<file path="src/rtl/tc_fp_pkg.sv">
// Shared FP32/BF16 field layout and pipeline payload types for the tensor-core
// FP output narrowing stages.
package tc_fp_pkg;

    localparam int FP32_W       = 32;
    localparam int BF16_W       = 16;
    localparam int EXP_W        = 8;
    localparam int FP32_FRAC_W  = 23;
    localparam int BF16_FRAC_W  = 7;
    localparam int FP32_SIGN    = 31;
    localparam int FP32_EXP_LSB = 23;
    localparam int RND_LSB      = FP32_W - BF16_W;  // bit 16: BF16 lsb
    localparam int RND_GUARD    = RND_LSB - 1;      // bit 15: first dropped bit

    localparam logic [BF16_FRAC_W-1:0] BF16_QNAN_FRAC = 7'h40;
    localparam logic [EXP_W-1:0]       EXP_MAX        = 8'hFF;

    // Only the upper half of the operand survives past classification.
    typedef struct packed {
        logic [BF16_W-1:0] op_hi;
        logic              nan;
        logic              rnd_up;
        logic              inexact;
    } s1_pay_t;

    typedef struct packed {
        logic [BF16_W-1:0] data;
        logic              inexact;
        logic              ovf;
        logic              nan;
    } s2_pay_t;

endpackage

</file>
<file path="src/rtl/fp32_to_bf16_pipe_if.sv">
// Input (FP32) and output (BF16) valid/ready streams of the narrowing stage.
interface fp32_to_bf16_pipe_if;
    import tc_fp_pkg::*;

    logic              in_valid;
    logic              in_ready;
    logic [FP32_W-1:0] in_data;
    logic              out_valid;
    logic              out_ready;
    logic [BF16_W-1:0] out_data;
    logic              out_inexact;
    logic              out_ovf;

    modport master (
        output in_valid, in_data, out_ready,
        input  in_ready, out_valid, out_data, out_inexact, out_ovf
    );

    modport slave (
        input  in_valid, in_data, out_ready,
        output in_ready, out_valid, out_data, out_inexact, out_ovf
    );

endinterface

</file>
<file path="src/rtl/bf16_round.sv">
// FP32->BF16 RNE logic, split into a classify half and a round half so a
// pipeline can register the decisions between them; tie both to one operand
// for a purely combinational converter.
module bf16_round
    import tc_fp_pkg::*;
(
    input  logic [FP32_W-1:0] cls_op_i,
    output logic              cls_nan_o,
    output logic              cls_rnd_up_o,
    output logic              cls_inexact_o,
    input  logic [BF16_W-1:0] rnd_hi_i,
    input  logic              rnd_nan_i,
    input  logic              rnd_up_i,
    output logic [BF16_W-1:0] res_o,
    output logic              ovf_o
);

    logic [EXP_W-1:0]       cls_exp;
    logic [FP32_FRAC_W-1:0] cls_frac;
    logic                   lsb, guard, sticky;
    logic [BF16_W-2:0]      mag_rnd;

    assign cls_exp  = cls_op_i[FP32_SIGN-1:FP32_EXP_LSB];
    assign cls_frac = cls_op_i[FP32_FRAC_W-1:0];
    assign lsb      = cls_op_i[RND_LSB];
    assign guard    = cls_op_i[RND_GUARD];
    assign sticky   = |cls_op_i[RND_GUARD-1:0];

    assign cls_nan_o     = (cls_exp == EXP_MAX) && (cls_frac != '0);
    assign cls_rnd_up_o  = ~cls_nan_o & guard & (sticky | lsb);
    assign cls_inexact_o = ~cls_nan_o & (guard | sticky);

    // Rounding on the 15-bit magnitude lets a fraction carry ripple into the
    // exponent (denormal->normal, next binade, max finite->inf).
    assign mag_rnd = rnd_hi_i[BF16_W-2:0] + {{(BF16_W-2){1'b0}}, rnd_up_i};

    always_comb begin
        res_o = {rnd_hi_i[BF16_W-1], mag_rnd};
        ovf_o = 1'b0;
        if (rnd_nan_i) begin
            res_o = {rnd_hi_i[BF16_W-1], EXP_MAX, BF16_QNAN_FRAC};
        end else begin
            ovf_o = (rnd_hi_i[BF16_W-2:BF16_FRAC_W] != EXP_MAX) &&
                    (mag_rnd[BF16_W-2:BF16_FRAC_W] == EXP_MAX);
        end
    end

endmodule

</file>
<file path="src/rtl/fp32_to_bf16_pipe.sv">
// Two-stage FP32->BF16 RNE narrowing pipeline with valid/ready on both sides,
// sticky status flags and a saturating transfer counter.
module fp32_to_bf16_pipe
    import tc_fp_pkg::*;
#(
    parameter int CNT_W = 16
) (
    input  logic                 clk,
    input  logic                 rst_n,
    fp32_to_bf16_pipe_if.slave   bus,
    input  logic                 clr_stat,
    output logic                 stat_inexact,
    output logic                 stat_ovf,
    output logic                 stat_nan,
    output logic [CNT_W-1:0]     xfer_cnt
);

    logic [2:1]       vld_pipe_q, vld_pipe_d;
    s1_pay_t          s1_q, s1_d;
    s2_pay_t          s2_q, s2_d;
    logic             adv1, adv2, xfer;
    logic             cls_nan, cls_rnd_up, cls_inexact;
    logic [BF16_W-1:0] rnd_res;
    logic             rnd_ovf;
    logic             st_inx_q, st_inx_d;
    logic             st_ovf_q, st_ovf_d;
    logic             st_nan_q, st_nan_d;
    logic [CNT_W-1:0] cnt_q, cnt_d;

    // in_ready depends combinationally on out_ready so a full pipe moves as a unit.
    assign adv2         = ~vld_pipe_q[2] | bus.out_ready;
    assign adv1         = ~vld_pipe_q[1] | adv2;
    assign bus.in_ready = adv1;
    assign xfer         = vld_pipe_q[2] & bus.out_ready;

    bf16_round u_round (
        .cls_op_i      (bus.in_data),
        .cls_nan_o     (cls_nan),
        .cls_rnd_up_o  (cls_rnd_up),
        .cls_inexact_o (cls_inexact),
        .rnd_hi_i      (s1_q.op_hi),
        .rnd_nan_i     (s1_q.nan),
        .rnd_up_i      (s1_q.rnd_up),
        .res_o         (rnd_res),
        .ovf_o         (rnd_ovf)
    );

    always_comb begin
        vld_pipe_d = vld_pipe_q;
        s1_d       = s1_q;
        s2_d       = s2_q;
        if (adv1) begin
            vld_pipe_d[1] = bus.in_valid;
            if (bus.in_valid) begin
                s1_d = '{op_hi:   bus.in_data[FP32_W-1:RND_LSB],
                         nan:     cls_nan,
                         rnd_up:  cls_rnd_up,
                         inexact: cls_inexact};
            end
        end
        if (adv2) begin
            vld_pipe_d[2] = vld_pipe_q[1];
            if (vld_pipe_q[1]) begin
                s2_d = '{data:    rnd_res,
                         inexact: s1_q.inexact,
                         ovf:     rnd_ovf,
                         nan:     s1_q.nan};
            end
        end
    end

    // Clear wins over a same-cycle transfer.
    always_comb begin
        st_inx_d = st_inx_q;
        st_ovf_d = st_ovf_q;
        st_nan_d = st_nan_q;
        cnt_d    = cnt_q;
        if (clr_stat) begin
            st_inx_d = 1'b0;
            st_ovf_d = 1'b0;
            st_nan_d = 1'b0;
            cnt_d    = '0;
        end else if (xfer) begin
            st_inx_d = st_inx_q | s2_q.inexact;
            st_ovf_d = st_ovf_q | s2_q.ovf;
            st_nan_d = st_nan_q | s2_q.nan;
            if (!(&cnt_q)) cnt_d = cnt_q + {{(CNT_W-1){1'b0}}, 1'b1};
        end
    end

    always_ff @(posedge clk or negedge rst_n) begin
        if (!rst_n) begin
            vld_pipe_q <= '0;
            s1_q       <= '0;
            s2_q       <= '0;
            st_inx_q   <= 1'b0;
            st_ovf_q   <= 1'b0;
            st_nan_q   <= 1'b0;
            cnt_q      <= '0;
        end else begin
            vld_pipe_q <= vld_pipe_d;
            s1_q       <= s1_d;
            s2_q       <= s2_d;
            st_inx_q   <= st_inx_d;
            st_ovf_q   <= st_ovf_d;
            st_nan_q   <= st_nan_d;
            cnt_q      <= cnt_d;
        end
    end

    assign bus.out_valid   = vld_pipe_q[2];
    assign bus.out_data    = s2_q.data;
    assign bus.out_inexact = s2_q.inexact;
    assign bus.out_ovf     = s2_q.ovf;
    assign stat_inexact    = st_inx_q;
    assign stat_ovf        = st_ovf_q;
    assign stat_nan        = st_nan_q;
    assign xfer_cnt        = cnt_q;

endmodule

</file>
<file path="src/flat_wrapper.sv">
// flat-port wrapper written by rule: the top's interface ports become plain ports
module fp32_to_bf16_pipe_flat import tc_fp_pkg::*;
#(
    parameter int CNT_W = 16
)
  (clk, rst_n, clr_stat, stat_inexact, stat_ovf, stat_nan, xfer_cnt, bus_in_valid, bus_in_data, bus_out_ready, bus_in_ready, bus_out_valid, bus_out_data, bus_out_inexact, bus_out_ovf);
  fp32_to_bf16_pipe_if bus_i ();
  input  logic clk;
  input  logic rst_n;
  input  logic clr_stat;
  output logic stat_inexact;
  output logic stat_ovf;
  output logic stat_nan;
  output logic [CNT_W-1:0] xfer_cnt;
  input wire logic [$bits(bus_i.in_valid)-1:0] bus_in_valid;
  input wire logic [$bits(bus_i.in_data)-1:0] bus_in_data;
  input wire logic [$bits(bus_i.out_ready)-1:0] bus_out_ready;
  output wire logic [$bits(bus_i.in_ready)-1:0] bus_in_ready;
  output wire logic [$bits(bus_i.out_valid)-1:0] bus_out_valid;
  output wire logic [$bits(bus_i.out_data)-1:0] bus_out_data;
  output wire logic [$bits(bus_i.out_inexact)-1:0] bus_out_inexact;
  output wire logic [$bits(bus_i.out_ovf)-1:0] bus_out_ovf;
  assign bus_i.in_valid = bus_in_valid;
  assign bus_i.in_data = bus_in_data;
  assign bus_i.out_ready = bus_out_ready;
  assign bus_in_ready = bus_i.in_ready;
  assign bus_out_valid = bus_i.out_valid;
  assign bus_out_data = bus_i.out_data;
  assign bus_out_inexact = bus_i.out_inexact;
  assign bus_out_ovf = bus_i.out_ovf;
  fp32_to_bf16_pipe #(.CNT_W(CNT_W)) u_core (.clk(clk), .rst_n(rst_n), .bus(bus_i), .clr_stat(clr_stat), .stat_inexact(stat_inexact), .stat_ovf(stat_ovf), .stat_nan(stat_nan), .xfer_cnt(xfer_cnt));
endmodule
</file>
<file path="config.mk">
export PLATFORM = sky130hd
export DESIGN_NAME = fp32_to_bf16_pipe_flat
export DESIGN_NICKNAME = d
export VERILOG_FILES = /design/src/rtl/tc_fp_pkg.sv /design/src/rtl/fp32_to_bf16_pipe_if.sv /design/src/rtl/bf16_round.sv /design/src/rtl/fp32_to_bf16_pipe.sv /design/src/flat_wrapper.sv
export SDC_FILE = /design/constraint.sdc
export NUM_CORES = 1
export LEC_CHECK = 0
export CAP_MARGIN = 5
export CORE_MARGIN = 4
export CORE_UTILIZATION = 29
export CTS_CLUSTER_DIAMETER = 60
export DETAILED_ROUTE_END_ITERATION = 16
export SLEW_MARGIN = 40
export SYNTH_ARGS = -nofsm -noshare
export SYNTH_HDL_FRONTEND = slang
export SYNTH_SLANG_ARGS = --single-unit
</file>
<file path="constraint.sdc">
create_clock -name clk -period 2.4 [get_ports clk]
set_clock_uncertainty 0.15 [all_clocks]
set_input_delay 0.36 -clock clk [delete_from_list [all_inputs] [get_ports clk]]
set_output_delay 0.36 -clock clk [all_outputs]
set_load 0.01 [all_outputs]
</file>
# After elaboration in Yosys (flattened, before gate mapping)
# Index checks and enable logic that the tools add are counted.
# word_totals
rom_bits	0
latchBits	0
mem_bits_rw	0
out_inout_bits	39
regBits	59
elab_cells	54
n_memories	0
# classes
mux	11
add_sub_neg	2
shifts	0
eq_ne	4
div	0
n_lt_le_gt_ge	0
n_bitwise	14
mul	0
reduce_logical	9
# op_table
cell	n
$mux W16	3
$reduce_bool A23 Y1	1
$add A16 B1 Y16 const B	1
$eq A8 B8 Y1 const B	2
$reduce_and A16 Y1	1
$add A15 B1 Y15	1
$mux W15	1
$reduce_or A15 Y1	1
$ne A8 B8 Y1 const B	1
$mux W1	7
$or A1 B1 Y1	7
$reduce_and A2 Y1	3
$and A1 B1 Y1	4
$not A1 Y1	3
$logic_and A1 B1 Y1	2
$ne A2 B2 Y1 const B	1
$reduce_bool A2 Y1	1

# Logic depth before layout (Yosys ltp)
# depth
ltp_word	5
mapped_depth	7
mapped_depth_nobuf	7

# By module
# A second synthesis with hierarchy kept.
# unflattened
hier_cells	287
area_unflattened_um2	3148.0
# by_module_without_submodules
module	cells_per_inst	seq_area_each_um2	n_inst	area_per_inst_um2
fp32_to_bf16_pipe	212	1476.4	1	2662.6
bf16_round	75	0.0	1	485.5

# Worst setup path before layout
# No wires, ideal clock.
# synth_timing
path_kind	reg2reg
start	register u_core.s1_q[1] (netlist name)
end	register u_core.s2_q, in the netlist u_core.bus.out_ovf
period_less_slack_ps	1770
arrival_time_ps	1538
setup_ps	82
path_slack_ps	630
stages_incl_launch_ff	8
cell_sequence	dfrtp_1 -> ha_1 -> ha_1 -> nand3_1 -> nor3_1 -> xor2_1 -> a32oi_1 -> a31oi_1
# synth_via
elab_chain_cells	4
# synth_lines
item	line_no	text
from (decl)	fp32_to_bf16_pipe.sv:19	s1_pay_t s1_q, s1_d;
from (signal assigned)	fp32_to_bf16_pipe.sv:94	s1_q <= '0;
from (signal assigned)	fp32_to_bf16_pipe.sv:102	s1_q <= s1_d;
$add A15 B1 Y15	bf16_round.sv:35	assign mag_rnd = rnd_hi_i[BF16_W-2:0] + {{(BF16_W-2){1'b0}}, rnd_up_i};
$eq A8 B8 Y1	bf16_round.sv:44	(mag_rnd[BF16_W-2:BF16_FRAC_W] == EXP_MAX);
$logic_and A1 B1 Y1	bf16_round.sv:43	ovf_o = (rnd_hi_i[BF16_W-2:BF16_FRAC_W] != EXP_MAX) &&
$mux W1	bf16_round.sv:40	if (rnd_nan_i) begin
to (signal assigned)	fp32_to_bf16_pipe.sv:95	s2_q <= '0;
to (signal assigned)	fp32_to_bf16_pipe.sv:103	s2_q <= s2_d;
to (decl)	fp32_to_bf16_pipe.sv:20	s2_pay_t s2_q, s2_d;
# No other way between the ends.
# A chain may end at the register's enable or synchronous reset.

# Final worst setup path
# layout_timing
start	input bus_out_ready
end	output bus_in_ready
# layout_via
elab_chain_cells	2
# layout_lines
item	line_no	text
from (decl)	flat_wrapper.sv:17	input wire logic [$bits(bus_i.out_ready)-1:0] bus_out_ready;
$or A1 B1 Y1	fp32_to_bf16_pipe.sv:31	assign adv2 = ~vld_pipe_q[2] | bus.out_ready;
$or A1 B1 Y1	fp32_to_bf16_pipe.sv:32	assign adv1 = ~vld_pipe_q[1] | adv2;
to (decl)	flat_wrapper.sv:18	output wire logic [$bits(bus_i.in_ready)-1:0] bus_in_ready;
# No other way between the ends.

==> results summary <==
Summing every instance area after synthesis gives 3100 um2. The height of the die came out at 111 um. The total track usage came out at 0.123. For this run, the register share of the synthesized area comes to 0.476. The data arrival time of the critical path is 1.74 ns.

Timing analysis after detailed placement gives a worst setup slack of 0.157 ns. The clock transition at the registers of the reported paths is 0.07 ns. Synthesis produced 308 cells. The share of synthesized flip-flops with an asynchronous set or reset came out at 1.00.

The worst path buffer plus inverter count is 2. The initial antenna violation count came out at 0. The effective utilization at floorplan came out at 0.299. By area the synthesized netlist is led by dfrtp_1 (48%), mux2_2 (5.8%), xnor2_1 (4.8%), buf_4 (4.6%), nor2_1 (4.1%). The most used flip-flop cell after synthesis is dfrtp_1.

The first-pass detailed-route iteration total is 4. The transition time of the tightest slew-check pin came out at 0.765 ns. The number of cells on the worst reg-to-reg path came out at 7. The maximum single-stage delay on the critical path came out at 0.52 ns. The type of the tightest min-delay check is flip-flop to flip-flop.

The category of the worst setup path launch point is an input port. The power density over the cells is 663 nW/um2. The weighted congestion reported at the end of routability-driven placement came out at 0.890. The final-stage net count is 416. The number of ports placed on the die boundary came out at 76.

The largest fanout on the critical path is 4. The number of vias per cell after detailed routing is 4.77. The final period utilization is 0.936. The number of DRC violations after detailed-routing iteration 0 is 105. The number of hold-slack violations in the final timing report came out at 0. The most used cell along the critical path is clkdlybuf4s50_1. The routed length per placed instance came out at between 10 and 15 um. The flow ran to the end, and the final reports show no timing, DRC or antenna violations. The area inside the core boundary came out at around 10000 um2.

The die footprint came out at 12400 um2. The remaining routing DRC violations came out at 0. The area growth from synthesis to layout is 32.3%. After legalization and detailed placement, the total HPWL measured 5760 um. The number of cells on the worst hold path came out at 2. The floorplan step set the die width to 111 um. For this design the static power due to leakage is 1.60 nW.

TritonCTS created 9 clock buffers. The cell row count came out at 37. The setup slack of the critical path after layout is 0.155 ns. Broken down by cell family, the worst path's largest delay share belongs to buffers and inverters. The number of pins with negative max-slew slack in the final report was 0. The via count of the routed design is around 2500. The area share of the leading cell type in the synthesized netlist came out at 0.476. The total negative setup slack came out at 0 ns. Traced cell by cell, the critical path runs through clkdlybuf4s50_1 > nor2b_1 > nand2_1 > clkdlybuf4s50_1.

The post-CTS setup buffer count came out at 0. The count of nets left with antenna violations once routing finished came out at 0. The first-pass GRT wire length is between 10000 and 15000 um. The critical path runs through a total of 4 cells.

The fraction of layout instances using a drive strength above 1 is 0.137. The register bit total from synthesis is 59. On the critical path, the stage with the largest delay is an instance of clkdlybuf4s50_1.

Fill cells in the final layout number 1035. The number of port buffers is between 70 and 80. The post-synth net total is 349.

The synthesized design spends more area on one cell type than any other, namely dfrtp_1. Entering global routing, the biggest net connects 31 pins. The count of synthesis-stage warnings from yosys came out at 0. The largest voltage drop on the vdd net is 0.000271 V.

The count of different cell masters after synthesis is 45. The synthesized area per cell is 10.1 um2. The number of global-route vias before repair came to 2464. The post-detailed-routing wire length is ~7400 um. CTS placed an instance of clkbuf_8 at the clock tree root. The clock tree from TritonCTS is yes. Across the run, the number of max-cap violations was 0.

The required time reported for the critical path endpoint is 1.89 ns. The total number of clock tree sinks is 59. In this run, synthesis inferred 0 flip-flops with an integrated enable. The worst setup path is of the input port to primary output kind. The worst setup path is captured at a primary output. The total congestion overflow came out at 0. The number of buffers between clock root and the deepest sink came out at 2. The worst relative slew slack came out at 0.489.

The maximum achievable frequency is 0.445 GHz. The utilization after layout came out at 0.396. The final critical delay including setup and external delays is 2.25 ns. CTS built an H-tree with a depth of 3. Setup violations remaining at the end of the flow were counted as 0. For the worst-skew pair, the clock arrives at the later sink with an insertion delay of 0.33 ns. Setup repair after global routing left no endpoint under its margin. The number of diodes is 0.
cells by family after synthesis:
family | count (synthesis) | synth area share
AO/OA/AOI/OAI | 37 | 0.0759
AND/OR/NAND/NOR | 138 | 0.239
XOR/XNOR | 23 | 0.0650
buffers and inverters | 31 | 0.0690
adder cells (fa/ha/maj) | 4 | 0.0161
flip-flops | 59 | 0.476
multiplexers | 16 | 0.0581
power breakdown:
group	switching [mW]	internal [mW]	leakage, nW
Clock	0.400	0.503	0.0991
Sequential	0.132	1.12	0.730
Combinational	0.246	0.321	0.774
Total	0.777	1.94	1.60
registers in the layout (all words and copies together) (netlist names):
register and cells:
u_core.xfer_cnt 16, u_core.stat_inexact 1, u_core.bus.out_inexact 1, u_core.s2_q 1, u_core.bus.out_ovf 1, u_core.s1_q 19
u_core.stat_nan 1, u_core.vld_pipe_q 2, u_core.stat_ovf 1, u_core.bus.out_data 16
synth_stat cells, types with 2 or more instances:
library cell,count
and2_1,2
xor2_1,6
or3_1,4
buf_2,3
a21oi_2,2
nand3b_1,3
nand4_1,13
mux2_2,16
ha_1,4
nor3_1,19
o21ai_0,6
nand2_1,28
buf_6,3
clkbuf_1,3
nor2_1,34
dfrtp_1,59
and4_1,3
inv_1,3
or2_2,3
xnor2_1,17
a21oi_1,15
buf_4,19
nand2b_1,2
a22o_1,5
nor4_1,5
nand3_1,11
a31oi_1,2
layout by cell type (no fill, tap or decap), drive strengths merged, types with 2 or more instances in the layout:
cell type and n:
xor2 6, a31oi 2, ha 4, a21oi 17, buf 9, xnor2 17
or2 3, o21ai 7, clkbuf 11, nor3 20, nand3 11, nand3b 3
inv 3, dfrtp 59, nand4 15, clkinv 3, nand2 28, and2 2
or3 5, nand2b 2, nor2 34, a22o 5, and4 4, mux2 16
nor4 6, clkdlybuf4s50 74
per-stage QoR:
stage	power, mW	hold slack, ns	instances	cell area (um2)
finish	2.72	0.332	516	4100
global placement	1.83	0.159	499	3900
global route	2.88	0.362	516	4100
floorplan	1.60	-0.0856	308	3100
CTS	2.76	0.335	516	4100
detailed placement	1.85	0.166	499	3900
worst paths after layout:
kind                                               end                   start  slack, ns
worst max-delay path                      bus_in_ready           bus_out_ready       0.15
worst min-delay path            u_core.bus.out_data[1]  u_core.bus.out_data[1]       0.33
worst max register to register      u_core.bus.out_ovf          u_core.s1_q[1]       0.34
worst min register to register  u_core.bus.out_data[1]  u_core.bus.out_data[1]       0.33
max in group asynchronous       u_core.bus.out_data[0]                   rst_n       1.20
min in group asynchronous           u_core.xfer_cnt[4]                   rst_n       0.34
worst reg2reg max path, cell delays in order, from the launching register on:
cell	delay, ns
dfrtp_1	0.36
ha_1	0.24
ha_1	0.27
nand3_1	0.16
nor3_1	0.24
xor2_1	0.24
a32oi_1	0.13
a31oi_1	0.19
metal layers:
metal  GRT usage  part of all wire  vias up
li1            -                 -     1217
met1       0.155              0.45     1140
met2       0.202              0.47       93
met3      0.0299             0.059       10
met4      0.0487             0.015        0
met5           0                 0        -
final cells by class:
| class | count | area [um2] | area share |
|---|---|---|---|
| repair buffers | 84 | 841 | 0.205 |
| clock inverters | 5 | 52.6 | 0.0128 |
| flip-flops and latches | 59 | 1480 | 0.360 |
| clock buffers | 11 | 141 | 0.0345 |
| inverters | 3 | 11.3 | 0.00275 |
| multi-input cells | 218 | 1410 | 0.344 |
| well taps | 136 | 170 | 0.0415 |
timing repair:
item	4_1_cts	5_1_grt
resized for setup	0	0
hold buffers	1	0
hold endpoints to repair	14	0
Note: power is estimated with default switching activity, not from simulation.
